===== src/rtl/sprite_pkg.sv =====
// Shared types for the sprite scheduler: slot-entry layout, field widths and
// scheduler states.
package sprite_pkg;

  localparam int unsigned TABLE_W = 3;
  localparam int unsigned NUM_W   = 9;
  localparam int unsigned POS_W   = 9;

  // 'table' is a reserved word, hence 'tbl'
  typedef struct packed {
    logic               valid;
    logic [TABLE_W-1:0] tbl;
    logic [NUM_W-1:0]   number;
    logic [POS_W-1:0]   x;
    logic [POS_W-1:0]   y;
  } slot_entry_t;

  typedef enum logic [1:0] {
    ST_IDLE = 2'd0,
    ST_SCAN = 2'd1,
    ST_DONE = 2'd2
  } sched_state_t;

endpackage


===== src/rtl/sprite_slot_regs.sv =====
// Object slot storage: one synchronous write port and one combinational read
// port.
module sprite_slot_regs
  import sprite_pkg::*;
#(
  parameter int unsigned NSLOTS = 8,
  localparam int unsigned SLOT_W = $clog2(NSLOTS)
) (
  input  logic              clk,
  input  logic              rst_n,
  input  logic              we,
  input  logic [SLOT_W-1:0] wr_slot,
  input  slot_entry_t       wr_data,
  input  logic [SLOT_W-1:0] rd_slot,
  output slot_entry_t       rd_data
);

  slot_entry_t slots [NSLOTS];

  always_ff @(posedge clk or negedge rst_n) begin
    if (!rst_n) begin
      for (int unsigned i = 0; i < NSLOTS; i++) slots[i] <= '0;
    end else if (we) begin
      slots[wr_slot] <= wr_data;
    end
  end

  assign rd_data = slots[rd_slot];

endmodule


===== src/rtl/sprite_sched.sv =====
// Sprite scheduler: sweeps all slots through a shared generator, one slot per
// cycle, and reports the lowest-numbered hit. SPRITE_COLLISION_EN adds collide/hit_mask.
module sprite_sched
  import sprite_pkg::*;
#(
  parameter int unsigned NSLOTS = 8,
  localparam int unsigned SLOT_W = $clog2(NSLOTS)
) (
  input  logic               clk,
  input  logic               rst_n,
  input  logic               wr_en,
  output logic               wr_ready,
  input  logic [SLOT_W-1:0]  wr_slot,
  input  logic               wr_valid,
  input  logic [TABLE_W-1:0] wr_table,
  input  logic [NUM_W-1:0]   wr_number,
  input  logic [POS_W-1:0]   wr_x,
  input  logic [POS_W-1:0]   wr_y,
  input  logic               pix_stb,
  input  logic [POS_W-1:0]   h_pos,
  input  logic [POS_W-1:0]   v_pos,
  output logic [TABLE_W-1:0] gen_table,
  output logic [NUM_W-1:0]   gen_number,
  output logic [POS_W-1:0]   gen_x,
  output logic [POS_W-1:0]   gen_y,
  output logic [POS_W-1:0]   gen_h,
  output logic [POS_W-1:0]   gen_v,
  input  logic               gen_state,
  output logic               res_valid,
  output logic               res_on,
  output logic [SLOT_W-1:0]  res_slot,
  output logic               overrun
`ifdef SPRITE_COLLISION_EN
  ,
  output logic               collide,
  output logic [NSLOTS-1:0]  hit_mask
`endif
);

  sched_state_t      state;
  logic [SLOT_W-1:0] idx;
  logic              hit_found;
  logic [SLOT_W-1:0] hit_slot;
  slot_entry_t       wr_data;
  slot_entry_t       cur;
  logic              last_slot;
  logic              cur_hit;
  logic              found_nx;
  logic [SLOT_W-1:0] slot_nx;

  assign wr_ready = (state == ST_IDLE);
  assign wr_data  = '{valid: wr_valid, tbl: wr_table, number: wr_number, x: wr_x, y: wr_y};

  sprite_slot_regs #(.NSLOTS(NSLOTS)) u_slots (
    .clk     (clk),
    .rst_n   (rst_n),
    .we      (wr_en && wr_ready),
    .wr_slot (wr_slot),
    .wr_data (wr_data),
    .rd_slot (idx),
    .rd_data (cur)
  );

  assign gen_table  = cur.tbl;
  assign gen_number = cur.number;
  assign gen_x      = cur.x;
  assign gen_y      = cur.y;
  assign res_valid  = (state == ST_DONE);

  assign last_slot = (idx == SLOT_W'(NSLOTS - 1));
  assign cur_hit   = (state == ST_SCAN) && cur.valid && gen_state;

  // Merge this cycle's sample so the final slot's hit lands in the result
  always_comb begin
    found_nx = hit_found || cur_hit;
    slot_nx  = '0;
    if (hit_found) slot_nx = hit_slot;
    else if (cur_hit) slot_nx = idx;
  end

`ifdef SPRITE_COLLISION_EN
  logic [NSLOTS-1:0] mask_acc;
  logic [NSLOTS-1:0] mask_nx;

  assign mask_nx = mask_acc | (cur_hit ? (NSLOTS'(1) << idx) : '0);

  always_ff @(posedge clk or negedge rst_n) begin
    if (!rst_n) begin
      mask_acc <= '0;
      hit_mask <= '0;
      collide  <= 1'b0;
    end else if (state == ST_IDLE && pix_stb) begin
      mask_acc <= '0;
    end else if (state == ST_SCAN) begin
      mask_acc <= mask_nx;
      if (last_slot) begin
        hit_mask <= mask_nx;
        collide  <= |(mask_nx & (mask_nx - 1'b1));
      end
    end
  end
`endif

  always_ff @(posedge clk or negedge rst_n) begin
    if (!rst_n) begin
      state     <= ST_IDLE;
      idx       <= '0;
      gen_h     <= '0;
      gen_v     <= '0;
      hit_found <= 1'b0;
      hit_slot  <= '0;
      res_on    <= 1'b0;
      res_slot  <= '0;
      overrun   <= 1'b0;
    end else begin
      if (pix_stb && state != ST_IDLE) overrun <= 1'b1;
      case (state)
        ST_IDLE: begin
          if (pix_stb) begin
            gen_h     <= h_pos;
            gen_v     <= v_pos;
            hit_found <= 1'b0;
            hit_slot  <= '0;
            idx       <= '0;
            state     <= ST_SCAN;
          end
        end
        ST_SCAN: begin
          hit_found <= found_nx;
          hit_slot  <= slot_nx;
          idx       <= idx + 1'b1;
          if (last_slot) begin
            res_on   <= found_nx;
            res_slot <= slot_nx;
            state    <= ST_DONE;
          end
        end
        ST_DONE: state <= ST_IDLE;
        default: state <= ST_IDLE;
      endcase
    end
  end

endmodule

===== config.mk =====
export PLATFORM = sky130hd
export DESIGN_NAME = sprite_sched
export DESIGN_NICKNAME = d
export VERILOG_FILES = /design/src/rtl/sprite_pkg.sv /design/src/rtl/sprite_slot_regs.sv /design/src/rtl/sprite_sched.sv
export SDC_FILE = /design/constraint.sdc
export NUM_CORES = 1
export LEC_CHECK = 0
export ABC_AREA = 1
export BUFFER_PORTS_ARGS = -buffer_cell sky130_fd_sc_hd__buf_4
export CAP_MARGIN = 20
export CORE_MARGIN = 5
export CORE_UTILIZATION = 32
export CTS_CLUSTER_SIZE = 40
export DETAILED_ROUTE_END_ITERATION = 10
export GPL_TIMING_DRIVEN = 1
export MAX_ROUTING_LAYER = met4
export SETUP_SLACK_MARGIN = 0.4
export SYNTH_ARGS = -nofsm -noshare
export SYNTH_HDL_FRONTEND = slang
export SYNTH_SLANG_ARGS = --single-unit

===== constraint.sdc =====
create_clock -name clk -period 3.35 [get_ports clk]
set_input_delay 1.005 -clock clk [delete_from_list [all_inputs] [get_ports clk]]
set_output_delay 1.005 -clock clk [all_outputs]
set_load 0.03 [all_outputs]

[Word level (Yosys, flattened, before mapping)]
Index checks and enable logic that the tools add are counted.
Operators by class
  add/subtract/negate cells: 1
  $lt $le $gt $ge: 3
  equal/unequal tests: 5
  multiplexer cells: 16
  bitwise gates (word level): 2
  reductions and logical operators: 13
Operators by type and width (count)
  bitwise mux 248 bit: 1
  binary-select mux 31 bit (select 3 bit): 1
  demux 31 bit (select 3 bit): 1
  2-to-1 mux 31 bit: 3
  one-hot mux 3 bit (2 select lines): 2
  2-to-1 mux 3 bit: 3
  >= comparator 4 bit, second input constant: 2
  NOT 3 -> 4 bit: 2
  AND reduction 2 bit: 4
  logical AND 1 bit: 5
  less-than comparator 4 x 1 -> 1 bit, second input constant: 1
  2-to-1 mux 2 bit: 2
  one-hot mux 2 bit (2 select lines): 1
  nonzero test 2 bit: 2
  adder 3 x 1 -> 3 bit, second input constant: 1
  == test 3 bit, second input constant: 1
  == test 2 x 1 -> 1 bit, second input constant: 1
  == test 2 bit, second input constant: 1
  logical NOT 2 bit: 1
  != test 2 x 1 -> 1 bit, second input constant: 1
  != test 2 bit, second input constant: 1
  one-hot mux 1 bit (2 select lines): 1
  logical OR 1 bit: 1
  2-to-1 mux 1 bit: 1
Word-level totals
  bits in registers: 280
  input bits: 57
  output and inout bits: 55

[Logic depth before layout (Yosys ltp)]
Gate-level depths: netlist of run 1.
  depth after elaboration: 9
  depth in mapped cells: 11
  mapped depth without buffers: 9

[Hierarchy]
Synthesis of run 1 repeated with hierarchy kept, for this count alone.
Unflattened totals
  cell total of the unflattened synthesis: 1820
  area, all modules: 13421.6 um2
By module, submodules not included
  sprite_slot_regs: times used 1, cells an instance 1664, area each 12061.6 um2, seq. area each 6206.0 um2
  sprite_sched: times used 1, cells an instance 156, area each 1360.1 um2, seq. area each 800.8 um2

[Worst setup path after synthesis of run 1]
Ideal clock, no wire load.
  path kind: register to output
  start point: register idx[0]
  end point: output port gen_x[0]
  arrival time: 1745 ps
  required time: 2345 ps
  setup slack: 600 ps
  stages on the path, launching flop included: 9
  buffers on the path: 3
  path through: dfrtp_1 -> buf_2 -> inv_2 -> buf_2 -> buf_2 -> nor2_1 -> o21ai_0 -> a21oi_1 -> a31oi_1
Between the ends
  word-level cells in the longest chain between the ends: 4
RTL lines
  start: declaration: RTL line sprite_sched.sv:41  | logic [SLOT_W-1:0] idx;
  start signal: assignment: RTL line sprite_sched.sv:131  | idx <= idx + 1'b1;
  NOT 3 -> 4 bit (not written as such): RTL line sprite_slot_regs.sv:28  | assign rd_data = slots[rd_slot];
  binary-select mux 31 bit (select 3 bit): RTL line sprite_slot_regs.sv:28
  2-to-1 mux 31 bit (not written as such) (2 in a row): RTL line sprite_slot_regs.sv:28
  end: declaration: RTL line sprite_sched.sv:24  | output logic [POS_W-1:0] gen_x,
No other way between the ends. The select of a mux whose other input is x is not followed.

[Final worst setup path of run 1]
  start point: register idx[0]
  end point: output port gen_y[5]
Between the ends
  word-level cells in the longest chain between the ends: 4
RTL lines
  NOT 3 -> 4 bit (not written as such): RTL line sprite_slot_regs.sv:28
  binary-select mux 31 bit (select 3 bit): RTL line sprite_slot_regs.sv:28
  2-to-1 mux 31 bit (not written as such) (2 in a row): RTL line sprite_slot_regs.sv:28
  end: declaration: RTL line sprite_sched.sv:25  | output logic [POS_W-1:0] gen_y,
No other way between the ends. The select of a mux whose other input is x is not followed.

==> results of run 1 <==
## layer usage
metal,vias up,share of wire,global-route usage
met2,311,0.46,0.272
li1,5070,-,-
met4,0,0.019,0.0367
met5,-,0,-
met3,50,0.063,0.0325
met1,5084,0.46,0.236
## logic make-up (layout without fill, tap and decap cells)
| group | count (synthesis) | count (layout) | share of synthesized area |
|---|---|---|---|
| buffers and inverters | 207 | 338 | 0.0711 |
| flip-flops | 280 | 280 | 0.564 |
| AND/OR/NAND/NOR | 523 | 523 | 0.167 |
| other | 0 | 3 | 0 |
| adder cells (fa/ha/maj) | 2 | 2 | 0.00201 |
| AO/OA/AOI/OAI | 464 | 464 | 0.196 |
## cell usage after synthesis, drive strengths merged
| library cell | number |
|---|---|
| nand2 | 409 |
| clkbuf | 68 |
| o211ai | 30 |
| inv | 106 |
| nand3 | 5 |
| dfrtp | 280 |
| clkinv | 2 |
| buf | 31 |
| nor2 | 98 |
| a21oi | 31 |
| nor3 | 2 |
| a31oi | 30 |
| a21o | 1 |
| ha | 2 |
| o21ai | 372 |
| nand4 | 9 |
## layout make-up
| class | count | area share |
|---|---|---|
| flip-flops and latches | 280 | 0.452 |
| multi-input cells | 989 | 0.296 |
| repair buffers | 173 | 0.115 |
| clock buffers | 43 | 0.0561 |
| well taps | 518 | 0.0418 |
| inverters | 108 | 0.0272 |
| clock inverters | 14 | 0.0110 |
| diodes | 3 | 0.000484 |
## critical path: stages, from the launching register on
cell and delay (ns):
dfrtp_4 0.52, clkinv_8 0.15, buf_16 0.20, o21ai_0 0.20, a21oi_1 0.09, a31oi_1 0.22
buf_4 0.21
## sequential cells by signal, summed over array words and instances (netlist names)
signal and count:
gen_v 9, u_slots.slots 248, res_on 1, overrun 1
hit_slot 3, idx 3, gen_h 9, hit_found 1
state 2, res_slot 3
## path summary, 6_finish.rpt
check / slack (ns) / startpoint / endpoint / cells past startpoint
worst max-delay path: 0.16 / idx[0] / gen_y[5] / 6
worst min-delay path: 0.43 / rst_n / u_slots.slots[216] / 1
worst max register to register: 1.35 / state[0] / u_slots.slots[150] / 8
worst min register to register: 0.48 / overrun / overrun / 1
max in group asynchronous: 1.96 / rst_n / u_slots.slots[126] / 2
min in group clk: 0.48 / overrun / overrun / 1
## stage by stage
step / hold WS [ns] / util
floorplan: 0.448 / -
global placement: 0.441 / 0.359
detailed placement: 0.467 / 0.359
CTS: 0.423 / 0.399
global route: 0.458 / 0.403
finish: 0.429 / 0.403
## what timing repair did
action | in CTS | in global routing
gates cloned | 7 | 4
setup buffers | 14 | 1
endpoints found under the setup margin | 30 | 30
gates resized for setup | 53 | 42
pin swaps | 6 | 7
endpoints found under the hold margin | 0 | 0
## power groups by stage
stage | clock network, mW | registers [mW] | logic [mW]
after floorplan | 0 | 5.90 | 4.20
after global placement | 0 | 5.85 | 6.52
after detailed placement | 0 | 5.90 | 6.59
after CTS | 3.56 | 5.85 | 7.49
after global routing | 3.69 | 6.07 | 8.50
final | 3.47 | 5.88 | 7.70
==> results.md, run 1 <==
* Run status: finished clean
* Initial core utilization at 0.322
* FF+latch count, synth at between 200 and 300
* Layout area overhead at 24.8%
* Final Hold Viols at 0
* FP Rows at 72
* Cells after synthesis at between 1000 and 1500
* Critical Path RT at 2.34 ns
* # DRC at 0
* Power share of the combinational group at 0.451
* Seq pwr share at 0.345
* CTS root buffer: clkbuf_16
* Sw Ratio at 0.406
* Slew Viols, Final at 0
* Critical Path Fanout Max at 17
* Initial DRC Count at a little under 1000
* Clock net sink count at 280
* Switch Pwr at between 6 and 7 mW
* Fraction of layout instances using a drive strength above 1 at 0.156
* Vert. Die Dim at about 210 um
* DRT Pass-1 Iters at 6
* Worst setup path class: flop to output port
* Chip Width at 207 um
* Latest clock arrival within the worst-skew pair at around 0.58 ns
* I/O Buffers at approximately 110
* DP Cell Count at just over 2000
* Tcrit/Tclk final at 0.951
* Synth unique cells at 24
* Post-route insts no fill at 2128
* Hold WC Path Type: primary input to asynchronous set/reset pin
* Hold_buf cts at 0
* Register Area at between 7000 and 8000 um^2
* Worst setup EP type: output port
* Setup TNS at 0 ns
* CTS tree: built
* RSZ-0062 raised after global routing: true
* H-Tree Depth at 1
* FILL cells at about 3900
* Initial antenna violation count at 3
* Largest net degree at the start of global routing at 79
* Clock power share at 0.204
* Die area at around 43000 um^2
* Commonest non-fill, non-tap cell in the layout: nand2_1
* Max Root-Sink Buffers at 3
* Post-route ant nets at 0
* Cell Pwr Density at 1100 nW/um^2
* Cell leakage power at 7.33 nW
* Total track usage at 0.173
* Yosys top cell area share at 0.564
* First-pass GRT wire length at 59200 um
* Final GP Congestion at about 0.8
* Layout Nets at around 1600
* Number of global-route vias before repair at 10300
* Post-Syn Nets at approximately 1500
* Final setup vio count at 0
* YS warnings at 0
* Vias per cell at slightly below 5
* CP arrival at approximately 2.2 ns
* Tightest Pin Transition at ~0.70 ns
* Cell Area, Synth at ~12000 um^2
* HPWL after DPL at between 20000 and 25000 um
* Routed wire length at approximately 37000 um
* DR WL/cell at about 18 um
* Pint at 10.1 mW
* Vias at approximately 11000
* Reg clk slew, reported paths at approximately 0.060 ns
* Fmax at 314 MHz
* Setup WS post-layout at between 0.15 and 0.2 ns
* Worst slack at placement at slightly above 0.5 ns
* DP Area at roughly 14000 um^2
* Setup Skew at 0.0102 ns
* Max-cap check violation count at 0
* Most frequent cells in the layout: nand2_1 (408), dfrtp_1 (278), o21ai_0 (257), buf_4 (134), o21ai_1 (113)
* Largest area contributor in the netlist: dfrtp_1
* Area of the multi-input gates at about 4600 um^2
* Max-slew headroom at 0.534
* Overflow after GRT at 0
* I/O pin count at around 110
* Min Tclk post-route at about 3.2 ns
* Startpoint types: flop
* Core Region at 38600 um^2
* Worst vdd ir at ~0.00047 V
* Total power at roughly 17 mW
* Mean post-synth cell area at 8.42 um^2
* Register area share after synthesis at 0.564
* Ranking of synthesized cells by area: dfrtp_1 (56%), nand2_1 (12%), o21ai_0 (12%), inv_1 (3.1%), nor2_1 (2.9%)
* Design Area, Final at between 15000 and 20000 um^2
* CTS Buf Count at 31
(Power assumes the default switching activity.)
==> run 2: changes to the inputs <==
RECOVER_POWER = 100   (was unset)
==> run 2 against run 1 <==
  * The flow now finishes with violations (max-capacitance violations, max-slew violations)
  * Critical path depth down 1
  * Global-route usage unchanged
  * Sequential power about the same
  * Via count about the same
  * Utilization down 0.70 points
  * Setup slack worse by 0.074 ns
  * Register-to-register slack worse by 0.99 ns
  * Clock power about the same
  * Clock-buffer cell count unchanged
  * Largest power group unchanged
==> results.md, run 2 (synthesis gave the netlist of run 1 again) <==
* Die area at ~43000 um^2
* Max-cap check violation count at 1
* Critical Path Slowest Stage Cell: dfrtp_4
* Slew Viols, Final at 77
* Core Region at just under 40000 um^2
* Initial core utilization at 0.322
* Tcrit/Tclk final at 0.973
* DRT Pass-1 Iters at 7
* Post-route ant nets at 0
* H-Tree Depth at 1
* I/O pin count at roughly 110
* Power share of the combinational group at 0.442
* CTS root buffer: clkbuf_16
* Routed wire length at around 37000 um
* Worst slack at placement at between 0.5 and 0.6 ns
* Buf/Inv on CP at 3
* CTS Buf Count at 31
* Layout area overhead at 22.7%
* Critical Path Fanout Max at 21
* R2R cell count at 7
* Total track usage at 0.173
* Setup Skew at about 0.0055 ns
* Layout Nets at 1642
* I/O Buffers at around 110
* # DRC at 0
* CP arrival at 2.26 ns
* First-pass GRT wire length at 59200 um
* CTS tree: built
* Latest clock arrival within the worst-skew pair at ~0.57 ns
* Startpoint types: flop
* Cell leakage power at 7.16 nW
* Max Root-Sink Buffers at 3
* RSZ-0062 raised after global routing: true
* Max-slew headroom at -0.472
* Final Hold Viols at 0
* DP Cell Count at 2042
* Initial antenna violation count at 3
* Vert. Die Dim at around 210 um
* Final design utilization at 0.396
* Fraction of layout instances using a drive strength above 1 at 0.132
* Final setup vio count at 0
* Worst setup path class: flop to output port
* Largest delay contributor family on the critical path: buffers and inverters
* FP Rows at slightly above 70
* Pint at 9.87 mW
* Max FFs per register at about 250
* DR WL/cell at ~18 um
* Crit path largest cell delay at between 0.5 and 0.6 ns
* Min Tclk post-route at approximately 3.3 ns
* Setup TNS at 0 ns
* Post-route insts no fill at ~2100
* Most frequent cells in the layout: nand2_1 (408), o21ai_0 (312), dfrtp_1 (278), inv_1 (102), nor2_1 (97)
* Largest net degree at the start of global routing at 79
* Fmax at roughly 310 MHz
* Sw Ratio at 0.411
* Commonest non-fill, non-tap cell in the layout: nand2_1
* Overflow after GRT at 0
* Switch Pwr at roughly 6.9 mW
* Worst vdd ir at around 0.00047 V
* Biggest regs: u_slots.slots x248, gen_h x9, gen_v x9
* Final GP Congestion at slightly below 0.8
* Clock power share at 0.207
* Levels on crit path at 5
* Initial DRC Count at a little under 1000
* Critical Path RT at about 2.3 ns
* Reg clk slew, reported paths at about 0.06 ns
* Total power at 16.8 mW
* Vias at 10500
* Number of global-route vias before repair at 10300
* Tightest Pin Transition at approximately 2.2 ns
* Setup WS post-layout at between 0.08 and 0.09 ns
* Failing checks: max-capacitance violations, max-slew violations
* Hold WC Path Type: flop to flop
* HPWL after DPL at roughly 21000 um
* Seq pwr share at 0.351
* Run status: finished, violations left
* Vias per cell at ~4.9
* Chip Width at about 210 um
* Largest reg by FF count: u_slots.slots
* Worst setup EP type: output port
* Clock net sink count at 280
* Cell Pwr Density at ~1100 nW/um^2
* Hold Path Depth at 2
* Critical-path cell list: clkinv_2, buf_8, a21oi_1, a31oi_1, clkbuf_2
run 2: cell types whose count changed in the layout (fill, tap and decap cells not counted), moves of 3 or more:
cell	before	now
clkbuf_2	0	22
a31oi_2	7	4
o21ai_0	257	312
clkbuf_4	0	3
clkbuf_1	7	36
o21ai_1	113	58
buf_4	134	82
a31oi_1	23	26
run 2: power groups by stage:
stage | combinational [mW] | clock [mW] | sequential [mW]
4_1_cts | 7.49 | 3.56 | 5.85
3_5_place_dp | 6.59 | 0 | 5.90
5_1_grt | 8.19 | 3.69 | 6.07
2_1_floorplan | 4.20 | 0 | 5.90
6_report | 7.41 | 3.47 | 5.88
3_3_place_gp | 6.52 | 0 | 5.85
run 2: worst paths after layout:
kind                              from                  to  slack, ns
max                             idx[1]       gen_number[5]       0.09
min reg2reg                hit_slot[0]         hit_slot[0]       0.48
max reg2reg                   state[0]  u_slots.slots[164]       0.36
min in group asynchronous        rst_n  u_slots.slots[216]       1.07
max in group asynchronous        rst_n   u_slots.slots[93]       0.62
min                        hit_slot[0]         hit_slot[0]       0.48
run 2: cell type report:
cell class | count | area (um^2)
Antenna cell | 3 | 7.51
Clock buffer | 43 | 871
Clock inverter | 14 | 171
Fill cell | 3984 | 23300
Inverter | 108 | 423
Multi-Input combinational cell | 989 | 4520
Sequential cell | 280 | 7010
Tap cell | 518 | 648
Timing Repair Buffer | 173 | 1590
run 2: through the flow:
| stage | hold WS, ns | instance area [um^2] |
|---|---|---|
| 2_1_floorplan | 0.448 | 12400 |
| 3_3_place_gp | 0.441 | 13800 |
| 3_5_place_dp | 0.467 | 13800 |
| 4_1_cts | 0.423 | 15400 |
| 5_1_grt | 0.498 | 15300 |
| 6_report | 0.478 | 15300 |
run 2: metal layers:
layer | track usage | share of wire
met4 | 0.0367 | 0.017
met1 | 0.236 | 0.46
met3 | 0.0325 | 0.069
met2 | 0.272 | 0.45
met5 | - | 0
run 2: tightest hold or removal path: stages (launching register included):
cell     delay (ns)
dfrtp_1        0.34
nand2_1        0.05
nand2_1        0.06
run 2: what timing repair did:
action	in CTS	in global routing
setup endpoints to repair	30	30
buffers inserted	14	1
gates cloned	7	4
endpoints found under the hold margin	0	0
resized for setup	53	42
hold buffers	0	0
pin swaps	6	7
